## src/rtl/mc_control_fsm.sv

```systemverilog
// Multicycle MIPS control unit with a variable-latency memory handshake, wait timeout and sticky fault state.
// Optional perf counters (cyc_cnt, ret_cnt) are built when MC_PERF_CNT_EN is defined.
module mc_control_fsm #(
  parameter int MEM_TIMEOUT = 15,
  parameter int STATE_W     = 4,
  parameter int CNT_W       = 32
) (
  input  logic               clk,
  input  logic               rst,
  input  logic [5:0]         opcode,
  input  logic [5:0]         func,
  input  logic               zero,
  input  logic               mem_ready,
  output logic               PCEn,
  output logic               IorD,
  output logic               MemRead,
  output logic               MemWrite,
  output logic               MemtoReg,
  output logic               IRWrite,
  output logic               RegWrite,
  output logic               RegDst,
  output logic               ALUSrcA,
  output logic [1:0]         PCSource,
  output logic [1:0]         ALUSrcB,
  output logic [2:0]         ALUSel,
  output logic [STATE_W-1:0] state,
  output logic               instr_done,
  output logic [1:0]         fault
`ifdef MC_PERF_CNT_EN
  ,
  output logic [CNT_W-1:0]   cyc_cnt,
  output logic [CNT_W-1:0]   ret_cnt
`endif
);

  typedef enum logic [3:0] {
    S_FETCH  = 4'd0,  S_DECODE = 4'd1,  S_MEMADR = 4'd2,  S_MEMRD  = 4'd3,
    S_MEMWB  = 4'd4,  S_MEMWR  = 4'd5,  S_EXEC   = 4'd6,  S_ALUWB  = 4'd7,
    S_BRANCH = 4'd8,  S_ADDIEX = 4'd9,  S_ADDIWB = 4'd10, S_JUMP   = 4'd11,
    S_FAULT  = 4'd12
  } state_e;

  localparam logic [2:0] ALU_AND = 3'b000;
  localparam logic [2:0] ALU_OR  = 3'b001;
  localparam logic [2:0] ALU_ADD = 3'b010;
  localparam logic [2:0] ALU_SUB = 3'b110;
  localparam logic [2:0] ALU_SLT = 3'b111;

  localparam logic [1:0] FLT_NONE    = 2'b00;
  localparam logic [1:0] FLT_ILLEGAL = 2'b01;
  localparam logic [1:0] FLT_TIMEOUT = 2'b10;

  localparam logic [7:0] WAIT_LAST = 8'(MEM_TIMEOUT - 1);

  state_e     state_q, state_d;
  logic [7:0] wait_q, wait_d;
  logic [1:0] fault_q, fault_d;

  // NOTE: state flops use non-blocking assignments so every flop samples pre-edge values.
  always_ff @(posedge clk or negedge rst) begin
    if (!rst) begin
      state_q <= S_FETCH;
      wait_q  <= '0;
      fault_q <= FLT_NONE;
    end else begin
      state_q <= state_d;
      wait_q  <= wait_d;
      fault_q <= fault_d;
    end
  end

  // Memory-state wait: mem_ready wins even in the last allowed cycle; otherwise count or time out.
  function automatic logic mem_timed_out(input logic ready, input logic [7:0] cnt);
    return !ready && (cnt == WAIT_LAST);
  endfunction

  // NOTE: every output and next-state term gets a default first, so no path can infer a latch.
  always_comb begin
    state_d    = state_q;
    wait_d     = wait_q;
    fault_d    = fault_q;
    PCEn       = 1'b0;
    IorD       = 1'b0;
    MemRead    = 1'b0;
    MemWrite   = 1'b0;
    MemtoReg   = 1'b0;
    IRWrite    = 1'b0;
    RegWrite   = 1'b0;
    RegDst     = 1'b0;
    ALUSrcA    = 1'b0;
    PCSource   = 2'b00;
    ALUSrcB    = 2'b00;
    ALUSel     = ALU_AND;
    instr_done = 1'b0;

    unique case (state_q)
      S_FETCH: begin
        MemRead = 1'b1;
        ALUSrcB = 2'b01;
        ALUSel  = ALU_ADD;
        IRWrite = mem_ready;
        PCEn    = mem_ready;
        if (mem_ready) begin
          state_d = S_DECODE;
        end else if (mem_timed_out(mem_ready, wait_q)) begin
          state_d = S_FAULT;
          fault_d = FLT_TIMEOUT;
        end else begin
          wait_d = wait_q + 8'd1;
        end
      end
      S_DECODE: begin
        ALUSrcB = 2'b11;
        ALUSel  = ALU_ADD;
        case (opcode)
          6'h00:        state_d = S_EXEC;
          6'h23, 6'h2B: state_d = S_MEMADR;
          6'h04, 6'h05: state_d = S_BRANCH;
          6'h08:        state_d = S_ADDIEX;
          6'h02:        state_d = S_JUMP;
          default: begin
            state_d = S_FAULT;
            fault_d = FLT_ILLEGAL;
          end
        endcase
      end
      S_MEMADR: begin
        ALUSrcA = 1'b1;
        ALUSrcB = 2'b10;
        ALUSel  = ALU_ADD;
        state_d = (opcode == 6'h2B) ? S_MEMWR : S_MEMRD;
      end
      S_MEMRD, S_MEMWR: begin
        IorD     = 1'b1;
        MemRead  = (state_q == S_MEMRD);
        MemWrite = (state_q == S_MEMWR);
        if (mem_ready) begin
          instr_done = (state_q == S_MEMWR);
          state_d    = (state_q == S_MEMRD) ? S_MEMWB : S_FETCH;
        end else if (mem_timed_out(mem_ready, wait_q)) begin
          state_d = S_FAULT;
          fault_d = FLT_TIMEOUT;
        end else begin
          wait_d = wait_q + 8'd1;
        end
      end
      S_MEMWB: begin
        MemtoReg   = 1'b1;
        RegWrite   = 1'b1;
        instr_done = 1'b1;
        state_d    = S_FETCH;
      end
      S_EXEC: begin
        ALUSrcA = 1'b1;
        ALUSel  = ALU_ADD;
        state_d = S_ALUWB;
        case (func)
          6'h20: ALUSel = ALU_ADD;
          6'h22: ALUSel = ALU_SUB;
          6'h24: ALUSel = ALU_AND;
          6'h25: ALUSel = ALU_OR;
          6'h2A: ALUSel = ALU_SLT;
          default: begin
            state_d = S_FAULT;
            fault_d = FLT_ILLEGAL;
          end
        endcase
      end
      S_ALUWB: begin
        RegDst     = 1'b1;
        RegWrite   = 1'b1;
        instr_done = 1'b1;
        state_d    = S_FETCH;
      end
      S_BRANCH: begin
        ALUSrcA    = 1'b1;
        ALUSel     = ALU_SUB;
        PCSource   = 2'b01;
        PCEn       = opcode[0] ? ~zero : zero;
        instr_done = 1'b1;
        state_d    = S_FETCH;
      end
      S_ADDIEX: begin
        ALUSrcA = 1'b1;
        ALUSrcB = 2'b10;
        ALUSel  = ALU_ADD;
        state_d = S_ADDIWB;
      end
      S_ADDIWB: begin
        RegWrite   = 1'b1;
        instr_done = 1'b1;
        state_d    = S_FETCH;
      end
      S_JUMP: begin
        PCSource   = 2'b10;
        PCEn       = 1'b1;
        instr_done = 1'b1;
        state_d    = S_FETCH;
      end
      default: state_d = S_FAULT;
    endcase

    // Any state change restarts the wait count, which covers entry into FETCH/MEMRD/MEMWR.
    if (state_d != state_q) wait_d = '0;

    // Reset is asynchronous; FETCH must not drive MemRead while the datapath is still in reset.
    if (!rst) begin
      PCEn       = 1'b0;
      IorD       = 1'b0;
      MemRead    = 1'b0;
      MemWrite   = 1'b0;
      MemtoReg   = 1'b0;
      IRWrite    = 1'b0;
      RegWrite   = 1'b0;
      RegDst     = 1'b0;
      ALUSrcA    = 1'b0;
      PCSource   = 2'b00;
      ALUSrcB    = 2'b00;
      ALUSel     = ALU_AND;
      instr_done = 1'b0;
    end
  end

  assign state = STATE_W'(state_q);
  assign fault = fault_q;

`ifdef MC_PERF_CNT_EN
  logic [CNT_W-1:0] cyc_q, ret_q;

  always_ff @(posedge clk or negedge rst) begin
    if (!rst) begin
      cyc_q <= '0;
      ret_q <= '0;
    end else begin
      if (state_q != S_FAULT) cyc_q <= cyc_q + 1'b1;
      if (instr_done)         ret_q <= ret_q + 1'b1;
    end
  end

  assign cyc_cnt = cyc_q;
  assign ret_cnt = ret_q;
`endif

endmodule

```

## config.mk

```make
export PLATFORM = sky130hd
export DESIGN_NAME = mc_control_fsm
export DESIGN_NICKNAME = d
export VERILOG_FILES = /design/src/rtl/mc_control_fsm.sv
export SDC_FILE = /design/constraint.sdc
export NUM_CORES = 1
export LEC_CHECK = 0
export ABC_AREA = 0
export CORE_MARGIN = 10
export CORE_UTILIZATION = 45
export CTS_CLUSTER_SIZE = 24
export DETAILED_ROUTE_END_ITERATION = 10
export PLACE_DENSITY = 0.76
export SLEW_MARGIN = 20
export SYNTH_ARGS = -nofsm -noshare
export SYNTH_HDL_FRONTEND = slang
export SYNTH_SLANG_ARGS = --single-unit
```

## constraint.sdc

```tcl
create_clock -name clk -period 2.94 [get_ports clk]
set_clock_uncertainty 0.1 [all_clocks]
set_input_delay 0.441 -clock clk [delete_from_list [all_inputs] [get_ports clk]]
set_output_delay 0.441 -clock clk [all_outputs]
set_load 0.01 [all_outputs]
```

==> results.md <==
* Routed WL at 4240 um
* Clock slew at reported path FFs at 0.09 ns
* H-Tree Depth at 1
* Power consumption at 1320 uW
* Setup_tns at 0 ns
* Hold buffer count at cts at 0
* NetSw at 613 uW
* MaxCap Viol Count at 0
* Routed Antenna Nets at 0
* Actual slew at the worst max-slew pin at 0.511 ns
* Post-synthesis cell count at 189
* Fraction of registers with async set/reset at 100%
* Max_slew headroom at 65.9%
* Power density cells at 695 nW/um2
* Max-slew violation count at 0
* Cell Rows at 20
* VDD IR max at 0.344 mV
* Critical path type: input pin to primary output
* Vias in the first global route at 1473
* Gpl congestion at 0.827
* Net Count, Synth at 207
* Synthesized area at 1420 um2
* Gr usage total at 14.2%
* Vias at 1523
* Synthesis-stage register bit count at 14
* Cts repair resizes at 0
* CP most frequent cell: clkdlybuf4s50_1
* Postcts setup bufs at 0
* Core Area at 3030 um2
* Global route total overflow at 0
* Routed wire per std cell at 15.6 um
* Switching part of the total at 46.6%
* Most frequent cells in the layout: clkdlybuf4s50_1, nor2_1, nand2_1
* Crit path time final at 2.68 ns
* Yosys warning count at 0
* Initial Utilization at 46.9%
* Final Setup Violations at 0
* Leak at 0.000704 uW
* Top FF cell, synth: dfrtp_1
* Sequential power share at 20.6%
* EDFF count, synth at 0
* Drt drc at 0
* Clk Latency, worst-skew pair at 0.28 ns
* DRT Pass-1 Iters at 4
* Die width at 76.2 um
* Area growth, synth to finish at 33.3%
* Largest net degree at the start of global routing at 20
* Die height at 76.2 um
* Part of the power in the clock network at 10.4%
* Port Buffers at 38
* RSZ-0062 raised after global routing: false
* CTS Root Cell: clkbuf_4
* Slowest CP cell: clkdlybuf4s50_1
* Final Hold Vio Count at 0
* Dpl hpwl at 3370 um
* First-pass GRT wire length at 7150 um
* Status: finished, final reports clean
* Die footprint at 5800 um2
* Arrival @ worst endpoint at 2.14 ns
* Diode count at 0
* Clock Sinks at 14
* Worst hold path type: flop to flop
* Synth unique cells at 50
* IO Pins at 39
* Worst path cell trace: clkdlybuf4s50_1, nand2_1, nor2_1, a31o_2, clkdlybuf4s50_1
* Logic pwr share at 69.0%
* FILL cells at 287
* Total CTS buffers at 3
* First DRT Iteration DRCs at 134
* Setup crit start kind: input pin
* Avg Inst Size Synth at 7.51 um2
* Layout cells sized above 1 at 9.25%
* Seq/Total Area, Yosys at 24.7%
* CP required at 2.40 ns
* CTS tree: yes
* CP endpoint kind: primary output
* Initial antenna violation count at 0
* Max Fclk at 374 MHz
* Vias per cell at 5.62
* Most common cell after layout, fill and taps aside: clkdlybuf4s50_1
* Max clock buf depth at 2
* Tcrit/Tclk final at 91.0%
* Worst path max stage delay at 0.64 ns
* Crit Path Max Fanout at 8
* P_int at 702 uW
* Final #Nets at 246
Yosys cell counts, drive strengths merged (3+ instances only):
cell	count	area [um2]
a21oi	10	50.1
a31oi	3	25.0
and2	3	18.8
and3	3	18.8
buf	7	38.8
clkbuf	5	20.0
dfrtp	14	350
inv	6	22.5
nand2	19	71.3
nand2b	7	43.8
nand3	9	50.1
nor2	21	78.8
nor2b	8	50.1
nor3	14	70.1
nor4	4	40.0
o21ai	10	50.1
xnor2	7	61.3
xor2	3	26.3
metrics by stage:
stage | hold slack, ns | cell area, um2 | cells | setup WS (ns) | util [%]
2_1_floorplan | 0.0454 | 1420 | 189 | 0.923 | -
3_3_place_gp | 0.380 | 1860 | 267 | 0.370 | 61.3
3_5_place_dp | 0.398 | 1860 | 267 | 0.296 | 61.3
4_1_cts | 0.428 | 1890 | 271 | 0.277 | 62.5
5_1_grt | 0.459 | 1890 | 271 | 0.130 | 62.5
6_report | 0.416 | 1890 | 271 | 0.264 | 62.5
flip-flops by register name (all words and copies together) (netlist names):
name,count
fault,2
state,4
wait_q,8
area by class of cell:
class / instances / area, um2 / share of cell area [%]
well taps: 44 / 55.1 / 2.91
repair buffers: 46 / 440 / 23.3
inverters: 6 / 22.5 / 1.19
flip-flops and latches: 14 / 350 / 18.5
multi-input cells: 157 / 988 / 52.2
clock buffers: 4 / 36.3 / 1.92
power groups by stage:
stage	clock, uW	combinational (uW)	sequential, uW
after global routing	150	993	278
after detailed placement	0	899	272
after CTS	140	903	268
final	136	908	271
after floorplan	0	585	270
after global placement	0	884	269
kinds of logic (layout without fill, tap and decap cells):
| group | count (synthesis) | after routing | synth area share (%) |
|---|---|---|---|
| flip-flops | 14 | 14 | 24.7 |
| multiplexers | 2 | 2 | 1.41 |
| XOR/XNOR | 10 | 10 | 6.17 |
| AO/OA/AOI/OAI | 47 | 47 | 24.8 |
| adder cells (fa/ha/maj) | 2 | 2 | 1.76 |
| AND/OR/NAND/NOR | 96 | 96 | 35.4 |
| buffers and inverters | 18 | 56 | 5.73 |
critical path, delay by kind of cell:
kind	cells	cell delay, ns
AOI/OAI and AO/OA	1	0.18
and+or+nand+nor	2	0.30
buffers and inverters	2	1.21
final timing paths:
| check | startpoint | end | slack, ns | cells after the start |
|---|---|---|---|---|
| worst max-delay path | rst | PCEn | 0.26 | 5 |
| worst min-delay path | fault[0] | fault[0] | 0.42 | 1 |
| worst max register to register | state[3] | wait_q[1] | 0.67 | 6 |
| worst min register to register | fault[0] | fault[0] | 0.42 | 1 |
| max in group asynchronous | rst | wait_q[3] | 1.93 | 2 |
| min in group asynchronous | rst | state[3] | 0.63 | 2 |
metal layers:
layer / GRT usage [%] / wire length [um]
met1: 18.7 / 1980
met2: 23.6 / 2050
met3: 2.83 / 187
met4: 2.42 / 21
met5: 0 / 0
(Power assumes the default switching activity.)
